$ cat src/rtl/fe_capture_sequencer_pkg.sv
// fe_capture_sequencer_pkg
//   Shared encodings for the USB front-end capture path: the FIFO command
//   codes that tag each capture FIFO entry, and the capture sequencer states.
//   No ports; imported by the sequencer and its gap timer.
package fe_capture_sequencer_pkg;

    localparam logic [1:0] FE_FIFO_CMD_DATA = 2'b00;
    localparam logic [1:0] FE_FIFO_CMD_STAT = 2'b01;
    localparam logic [1:0] FE_FIFO_CMD_TIME = 2'b10;

    // Width of the short-timestamp limit supplied by the register block.
    localparam int MAX_SHORT_WIDTH = 16;

    typedef enum logic [1:0] {
        ST_IDLE    = 2'd0,
        ST_CAPTURE = 2'd1,
        ST_DONE    = 2'd2
    } cap_state_t;

endpackage

$ cat src/rtl/fe_capture_sequencer_gap_timer.sv
// fe_gap_timer
//   Cycle-gap timestamp counter for the capture sequencer. Counts cycles
//   since the last accepted event (saturating at all-ones), and classifies
//   the event presented this cycle as long (needs a full TIME entry) or short.
// Ports:
//   fe_clk, reset_i   clock and synchronous active-high reset
//   restart           capture is being armed: counter to 0, first-event flag set
//   running           capture in progress: counter advances
//   event_load        an event is accepted this cycle: counter loads 1
//   long_taken        a TIME entry is written this cycle: first-event flag clears
//   max_short         largest gap that fits a short time field
//   gap               current counter value (the gap of an event this cycle)
//   is_long           first event of the capture, or gap > max_short
module fe_gap_timer
    import fe_capture_sequencer_pkg::*;
#(
    parameter int pTIMESTAMP_FULL_WIDTH = 16
) (
    input  logic                             fe_clk,
    input  logic                             reset_i,
    input  logic                             restart,
    input  logic                             running,
    input  logic                             event_load,
    input  logic                             long_taken,
    input  logic [MAX_SHORT_WIDTH-1:0]       max_short,
    output logic [pTIMESTAMP_FULL_WIDTH-1:0] gap,
    output logic                             is_long
);

    logic [pTIMESTAMP_FULL_WIDTH-1:0] gap_reg;
    logic                             first_reg;

    always_ff @(posedge fe_clk) begin
        if (reset_i) begin
            gap_reg   <= '0;
            first_reg <= 1'b0;
        end else if (restart) begin
            gap_reg   <= '0;
            first_reg <= 1'b1;
        end else begin
            if (event_load) begin
                // The next cycle is already one cycle after this event.
                gap_reg <= pTIMESTAMP_FULL_WIDTH'(1);
            end else if (running && (gap_reg != '1)) begin
                gap_reg <= gap_reg + pTIMESTAMP_FULL_WIDTH'(1);
            end
            if (long_taken) begin
                first_reg <= 1'b0;
            end
        end
    end

    assign gap = gap_reg;
    // Compare at a common width so any counter width works against the 16-bit limit.
    assign is_long = first_reg || (32'(gap_reg) > 32'(max_short));

endmodule

$ cat src/rtl/fe_capture_sequencer.sv
// fe_capture_sequencer
//   Write scheduler for the USB front-end capture FIFO. Each accepted event is
//   written one cycle after it is seen, carrying its command and its short gap.
//   When the gap does not fit a short field (or it is the first event of a
//   capture) a full-width TIME entry is written in the event's own cycle, and
//   the event's entry then carries time 0. Also sequences arm/stop/length
//   limit and flags FIFO overflow.
// Ports:
//   fe_clk, reset_i        clock and synchronous active-high reset
//   I_arm, I_stop          one-cycle pulses: start / abort a capture
//   I_capture_len          events to capture, 0 = unlimited
//   I_event, I_data_cmd    event strobe and its command (DATA or STAT)
//   I_max_short_timestamp  largest gap encodable in a short time field
//   I_fifo_full            capture FIFO full
//   O_fifo_wr/_command/_time  FIFO write request, command, time payload
//   O_capturing, O_done, O_overflow, O_event_count  status
module fe_capture_sequencer
    import fe_capture_sequencer_pkg::*;
#(
    parameter int pTIMESTAMP_FULL_WIDTH = 16,
    parameter int pCAPTURE_LEN_WIDTH    = 24
) (
    input  logic                             fe_clk,
    input  logic                             reset_i,
    input  logic                             I_arm,
    input  logic                             I_stop,
    input  logic [pCAPTURE_LEN_WIDTH-1:0]    I_capture_len,
    input  logic                             I_event,
    input  logic [1:0]                       I_data_cmd,
    input  logic [MAX_SHORT_WIDTH-1:0]       I_max_short_timestamp,
    input  logic                             I_fifo_full,
    output logic                             O_fifo_wr,
    output logic [1:0]                       O_fifo_command,
    output logic [pTIMESTAMP_FULL_WIDTH-1:0] O_fifo_time,
    output logic                             O_capturing,
    output logic                             O_done,
    output logic                             O_overflow,
    output logic [pCAPTURE_LEN_WIDTH-1:0]    O_event_count
);

    cap_state_t                       state_reg;
    logic                             pend_wr_reg;
    logic [1:0]                       pend_cmd_reg;
    logic [pTIMESTAMP_FULL_WIDTH-1:0] pend_time_reg;
    logic [1:0]                       hold_cmd_reg;
    logic [pTIMESTAMP_FULL_WIDTH-1:0] hold_time_reg;
    logic                             done_reg;
    logic                             overflow_reg;
    logic [pCAPTURE_LEN_WIDTH-1:0]    count_reg;

    logic                             capturing;
    logic                             arm_ok;
    logic                             pend_limit;
    logic                             candidate;
    logic                             time_wr;
    logic                             overflow_now;
    logic                             accept;
    logic                             leave;
    logic [pTIMESTAMP_FULL_WIDTH-1:0] gap;
    logic                             is_long;

    fe_gap_timer #(
        .pTIMESTAMP_FULL_WIDTH(pTIMESTAMP_FULL_WIDTH)
    ) u_gap_timer (
        .fe_clk     (fe_clk),
        .reset_i    (reset_i),
        .restart    (arm_ok),
        .running    (capturing),
        .event_load (accept),
        .long_taken (time_wr),
        .max_short  (I_max_short_timestamp),
        .gap        (gap),
        .is_long    (is_long)
    );

    assign capturing = (state_reg == ST_CAPTURE);
    assign arm_ok    = !capturing && I_arm;

    // The scheduled write this cycle is the one that reaches the length limit.
    assign pend_limit = pend_wr_reg && (I_capture_len != '0)
                        && ((count_reg + pCAPTURE_LEN_WIDTH'(1)) == I_capture_len);

    // An event is only considered if the block stays in CAPTURE for its own
    // write slot: not on stop, not alongside the final or an overflowing write.
    assign candidate = capturing && I_event && !I_stop && !reset_i
                       && !pend_limit && !(pend_wr_reg && I_fifo_full);

    // A long event implies the previous cycle had no event, so the slot is free.
    // The only exception is a zero short limit; then the event stays short.
    assign time_wr      = candidate && is_long && !pend_wr_reg;
    assign overflow_now = (time_wr || pend_wr_reg) && I_fifo_full;
    // A TIME entry hitting a full FIFO ends the capture, so its event is dropped.
    assign accept       = candidate && !(time_wr && I_fifo_full);
    assign leave        = capturing && (I_stop || pend_limit || overflow_now);

    assign O_fifo_wr      = time_wr || pend_wr_reg;
    assign O_fifo_command = time_wr ? FE_FIFO_CMD_TIME
                                    : (pend_wr_reg ? pend_cmd_reg : hold_cmd_reg);
    assign O_fifo_time    = time_wr ? gap
                                    : (pend_wr_reg ? pend_time_reg : hold_time_reg);
    assign O_capturing    = capturing;
    assign O_done         = done_reg;
    assign O_overflow     = overflow_reg;
    assign O_event_count  = count_reg;

    always_ff @(posedge fe_clk) begin
        if (reset_i) begin
            state_reg     <= ST_IDLE;
            pend_wr_reg   <= 1'b0;
            pend_cmd_reg  <= '0;
            pend_time_reg <= '0;
            hold_cmd_reg  <= '0;
            hold_time_reg <= '0;
            done_reg      <= 1'b0;
            overflow_reg  <= 1'b0;
            count_reg     <= '0;
        end else begin
            pend_wr_reg <= accept;
            if (accept) begin
                pend_cmd_reg  <= I_data_cmd;
                pend_time_reg <= time_wr ? '0 : gap;
            end
            // Remember the last presented entry so idle cycles hold it.
            if (O_fifo_wr) begin
                hold_cmd_reg  <= O_fifo_command;
                hold_time_reg <= O_fifo_time;
            end
            if (pend_wr_reg) begin
                count_reg <= count_reg + pCAPTURE_LEN_WIDTH'(1);
            end
            if (overflow_now) begin
                overflow_reg <= 1'b1;
            end
            case (state_reg)
                ST_CAPTURE: begin
                    if (leave) begin
                        state_reg <= ST_DONE;
                        done_reg  <= 1'b1;
                    end
                end
                default: begin
                    if (I_arm) begin
                        state_reg    <= ST_CAPTURE;
                        done_reg     <= 1'b0;
                        overflow_reg <= 1'b0;
                        count_reg    <= '0;
                    end
                end
            endcase
        end
    end

endmodule

$ cat config.mk
export PLATFORM = sky130hd
export DESIGN_NAME = fe_capture_sequencer
export DESIGN_NICKNAME = d
export VERILOG_FILES = /design/src/rtl/fe_capture_sequencer_pkg.sv /design/src/rtl/fe_capture_sequencer_gap_timer.sv /design/src/rtl/fe_capture_sequencer.sv
export SDC_FILE = /design/constraint.sdc
export NUM_CORES = 1
export LEC_CHECK = 0
export CAP_MARGIN = 20
export CORE_MARGIN = 5
export CORE_UTILIZATION = 50
export CTS_BUF_LIST = sky130_fd_sc_hd__clkbuf_8
export DETAILED_ROUTE_END_ITERATION = 7
export PLACE_DENSITY = 0.84
export SLEW_MARGIN = 40
export SYNTH_ARGS = -nofsm -noshare
export SYNTH_HDL_FRONTEND = slang
export SYNTH_SLANG_ARGS = --single-unit
$ cat constraint.sdc
create_clock -name fe_clk -period 5.3 [get_ports fe_clk]
set_input_delay 0.795 -clock fe_clk [delete_from_list [all_inputs] [get_ports fe_clk]]
set_output_delay 0.795 -clock fe_clk [all_outputs]
set_load 0.005 [all_outputs]
# Yosys cells after proc, flatten, opt, wreduce, memory -nomap -nowiden
# Index checks and enable logic that the tools add are counted.
[totals]
romBits = 0
latch_bits = 0
output_inout_bits = 46
memories = 0
mem_bits_rw = 0
in_bits = 48
elab_cells = 74
regBits = 82
[op_classes]
shifts = 0
n_eq_ne = 4
mux = 21
n_div = 0
multipliers = 0
n_lt_le_gt_ge = 1
n_reduce_logical = 34
bitwise_logic = 0
n_addsub = 2
[ops]
columns = ["op", "count"]
rows = [
  ["two-way mux 24 bit", 3],
  ["two-way mux 16 bit", 3],
  ["adder 24 x 1 -> 24 bit, second input constant", 1],
  ["== test 24 bit", 1],
  ["nonzero test 24 bit", 1],
  ["adder 16 x 1 -> 16 bit, second input constant", 1],
  ["> comparator 16 bit", 1],
  ["logical AND 1 bit", 16],
  ["inequality test 16 bit, second input constant", 1],
  ["two-way mux 1 bit", 10],
  ["two-way mux 2 bit", 5],
  ["logical NOT 1 bit", 7],
  ["nonzero test 2 bit", 3],
  ["logical OR 1 bit", 4],
  ["OR reduction 3 bit", 1],
  ["== test 2 x 1 -> 1 bit, second input constant", 1],
  ["inequality test 2 x 1 -> 1 bit, second input constant", 1],
  ["AND reduction 2 bit", 1],
  ["OR reduction 2 bit", 1],
]

# Longest topological paths before layout
[logic_depth]
depth_word = 14
depth_mapped = 11
ltp_nobuf = 10

# Hierarchy
# Synthesis repeated with hierarchy kept, for this count alone.
[hier_totals]
cells_unflattened = 623
area_unflattened_um2 = 4998.5
[by_module_without_submodules]
columns = ["mod", "cells_per_inst", "seq_area_each_um2", "n_inst", "area_per_inst_um2"]
rows = [
  ["fe_capture_sequencer", 466, 1281.2, 1, 3708.6],
  ["fe_gap_timer", 157, 340.3, 1, 1290.0],
]

# Least setup slack after synthesis
# Ideal clock, no wire load.
[synth_path]
kind = "register -> output"
from = "reg count_reg[0], in the netlist O_event_count[0]"
to = "out O_fifo_wr"
arrival_time_ns = 3.050
required_time_ns = 4.505
path_stages_with_launch = 11
slack_ns = 1.455
n_path_buf = 2
path_cell_list = "dfxtp_1 > buf_4 > nand4_4 > or3_4 > or4_1 > a211o_1 > or4_4 > nor3_2 > nor2_1 > clkbuf_1 > or2_1"
[synth_via]
elab_chain_len = 9
[synth_lines]
columns = ["element", "line_no", "rtl"]
rows = [
  ["start: declaration", "fe_capture_sequencer.sv:49", "logic [pCAPTURE_LEN_WIDTH-1:0] count_reg;"],
  ["start signal: assignment", "fe_capture_sequencer.sv:129", "count_reg <= count_reg + pCAPTURE_LEN_WIDTH'(1);"],
  ["adder 24 x 1 -> 24 bit", "fe_capture_sequencer.sv:81", "&& ((count_reg + pCAPTURE_LEN_WIDTH'(1)) == I_capture_len);"],
  ["== test 24 bit", "fe_capture_sequencer.sv:81", ""],
  ["logical AND 1 bit", "fe_capture_sequencer.sv:81", ""],
  ["logical NOT 1 bit", "fe_capture_sequencer.sv:86", "&& !pend_limit && !(pend_wr_reg && I_fifo_full);"],
  ["logical AND 1 bit (2 in a row)", "fe_capture_sequencer.sv:86", ""],
  ["logical AND 1 bit (2 in a row)", "fe_capture_sequencer.sv:90", "assign time_wr = candidate && is_long && !pend_wr_reg;"],
  ["logical OR 1 bit", "fe_capture_sequencer.sv:96", "assign O_fifo_wr = time_wr || pend_wr_reg;"],
  ["end: declaration", "fe_capture_sequencer.sv:32", "output logic O_fifo_wr,"],
]
# No other way between the ends.

# Worst setup path in the final report
[layout_path]
from = "in I_max_short_timestamp[12]"
to = "out O_fifo_time[1]"
[layout_via]
elab_chain_len = 5
[layout_lines]
columns = ["element", "line_no", "rtl"]
rows = [
  ["start: declaration", "fe_capture_sequencer.sv:30", "input logic [MAX_SHORT_WIDTH-1:0] I_max_short_timestamp,"],
  ["> comparator 16 bit", "fe_capture_sequencer_gap_timer.sv:55", "assign is_long = first_reg || (32'(gap_reg) > 32'(max_short));"],
  ["logical OR 1 bit", "fe_capture_sequencer_gap_timer.sv:55", ""],
  ["logical AND 1 bit (2 in a row)", "fe_capture_sequencer.sv:90", ""],
  ["two-way mux 16 bit", "fe_capture_sequencer.sv:99", "assign O_fifo_time = time_wr ? gap"],
  ["end: declaration", "fe_capture_sequencer.sv:34", "output logic [pTIMESTAMP_FULL_WIDTH-1:0] O_fifo_time,"],
]
# No other way between the ends.

==> impl_metrics.py <==
metrics = {
    "run_status": {
        "outcome": "finished clean",
    },
    "placed_design": {
        "io_buffers": 93,
        "place.gp.congestion": 0.951,
        "place.detailed.hpwl_mm": 10.1,
    },
    "power": {
        "power_density_nw_per_um2": 206,
        "peakVddDrop_mv": 0.196,
        "p_leak_uw": 0.00212,
    },
    "sta": {
        "post-route-period-util_pct": 96.7,
        "max_freq_ghz": 0.195,
        "setup_viol": 0,
        "hold_viol": 0,
        "slew_headroom_pct": 59.1,
        "fin_setup_tns_ns": 0,
        "period_needed_ns": 5.13,
        "rsz0062_at_grt": "false",
        "fin_worst_skew_ns": 0.0166,
        "worst_pin_slew_ns": 0.613,
        "slew_viol_final": 0,
    },
    "synth": {
        "syn_avg_cell_area_um2": 8.35,
        "synth_nets": 647,
        "syn_inst": 581,
        "postSynth.asyncResetShare_pct": 0,
        "synth_flop_cell": "dfxtp_1",
        "yosys_register_bits": 81,
        "syn_area_um2": 4850,
        "ys_seq_area_share_pct": 33.4,
        "ys_types": 63,
        "yosysTopAreaCell": "dfxtp_1",
        "synth_top_area_share_pct": 33.4,
        "synth_area_leaders": "dfxtp_1, xor2_1, xnor2_1, ha_1, nand2b_1",
        "synth_warnings": 0,
        "synth_edf_count": 0,
    },
    "die": {
        "fp.dieH_um": 109,
        "rows": 36,
        "initial_core_util_pct": 50.3,
        "dieArea_um2": 11800,
        "pin_count": 94,
        "core_area_um2": 9640,
        "die_w_um": 109,
    },
    "layout": {
        "layout_commonest_cell": "clkdlybuf4s50_1",
        "layout-drive-gt1-share_pct": 7.07,
        "nNetsFinal": 726,
        "utilization_pct": 63.3,
        "largest_reg_flops": 24,
        "synthToLayoutAreaGrowth_pct": 25.8,
        "final_cell_mix": "clkdlybuf4s50_1, dfxtp_1, nor2_1",
        "antenna_cells": 0,
    },
    "clocking": {
        "clock-sinks": 81,
        "cts_resized": 0,
        "cts_hold_buf": 0,
        "cts_tree": "yes",
        "cts.path.max_buffers": 2,
        "tritoncts.num_buffers": 9,
        "cts_root_buf": "clkbuf_8",
        "cts_setup_buffers": 0,
        "clk_pin_slew_ns": 0.09,
        "clk_latency_ns": 0.36,
        "cts_max_level": 3,
    },
    "route": {
        "viasPerCell": 5.96,
        "drcViolationCount": 0,
        "ant_nets": 0,
        "firstDrtPassIters": 5,
        "wl_per_cell_um": 17.1,
        "vias": 4759,
        "first_iter_violations": 250,
        "drt_wl_total_mm": 13.7,
    },
    "global_route": {
        "grt_overflow": 0,
        "antenna_found_initial": 0,
        "grt_use_total_pct": 23.3,
        "grt_pass1_vias": 4681,
        "grt_start_max_net_pins": 63,
        "grt_pass1_wl_mm": 22.2,
    },
    "critical_path": {
        "crit_buf_inv": 3,
        "setup.worst_path.start": "I_max_short_timestamp[12]",
        "crit_chain": "clkdlybuf4s50_1 > inv_1 > ha_1 > nand3_1 > nor4_1 > a21bo_2 > o2111ai_1 > a21oi_1 > or2_2 > or3b_2 > nand3_1 > clkdlybuf4s50_1",
        "end_kind": "output pin",
        "cp.arrival_ns": 4.33,
        "rr_startpoint": "O_event_count[2]",
        "required_ns": 4.51,
        "critPathLaunchType": "primary input",
        "cpLargestDelayFamily": "simple AND/OR/NAND/NOR gates",
        "setup.worst_path.class": "in2out",
        "slowest_stage": "clkdlybuf4s50_1",
        "slowest_delay_ns": 0.51,
        "worstPathMaxFanout": 6,
    },
    "min_path": {
        "hp-class": "reg2reg",
        "hold_path_startpoint": "pend_time_reg[0]",
    },
    "job": {
        "cap_violations": 0,
    },
}
==> per-layer routing <==
metal | GRT usage [%] | up-vias | wire [µm]
li1 | - | 2274 | -
met1 | 28.3 | 2277 | 5680
met2 | 40.6 | 177 | 6790
met3 | 4.66 | 31 | 847
met4 | 8.66 | 0 | 337
met5 | 0 | - | 0
==> power breakdown <==
| part | switching, µW | total [µW] | internal [µW] |
|---|---|---|---|
| clock network | 245 | 521 | 276 |
| logic | 59.9 | 120 | 60.1 |
| registers | 2.82 | 614 | 611 |
==> final cells by class <==
cell class              count  area, µm²
clock buffers               9        124
flip-flops and latches     81       1620
well taps                 133        166
multi-input cells         440       2980
repair buffers            103       1010
fillers                   881       3540
clock inverters             7        109
inverters                  25       93.8
==> cell families after synthesis <==
family,after synthesis,share of synthesized area (%)
XOR/XNOR,61,11.0
adder cells (fa/ha/maj),18,4.64
AO/OA/AOI/OAI,128,18.2
flip-flops,81,33.4
multiplexers,6,1.24
AND/OR/NAND/NOR,227,26.3
buffers and inverters,60,5.18
==> path summary, 6_finish.rpt <==
kind	to	slack, ns	depth (start not counted)
worst max-delay path	O_fifo_time[1]	0.17	12
worst min-delay path	pend_time_reg[0]	0.48	1
worst max register to register	u_gap_timer.gap[12]	1.50	10
worst min register to register	pend_time_reg[0]	0.48	1
==> Yosys cell counts (all sizes together) (9+ instances only) <==
master	count
or3	10
o22ai	14
nand2	25
a21oi	20
ha	18
xor2	33
inv	25
buf	12
and2	9
xnor2	28
nand2b	32
nor4	11
dfxtp	81
o21ai	34
clkbuf	23
a32o	16
nand3	28
a22oi	14
nor3	25
nor2	35
nand4	23
==> stage by stage <==
| step | cell area, µm² | setup WS [ns] | power, µW | cells | hold WS [ns] |
|---|---|---|---|---|---|
| floorplan | 4850 | 1.46 | 685 | 581 | 0.442 |
| global route | 6100 | 0.0437 | 1310 | 798 | 0.502 |
| global placement | 5870 | 0.423 | 743 | 782 | 0.448 |
| CTS | 6100 | 0.240 | 1270 | 798 | 0.478 |
| finish | 6100 | 0.174 | 1250 | 798 | 0.481 |
| detailed placement | 5870 | 0.260 | 746 | 782 | 0.456 |
No activity file was read; power rests on OpenSTA's default activity.
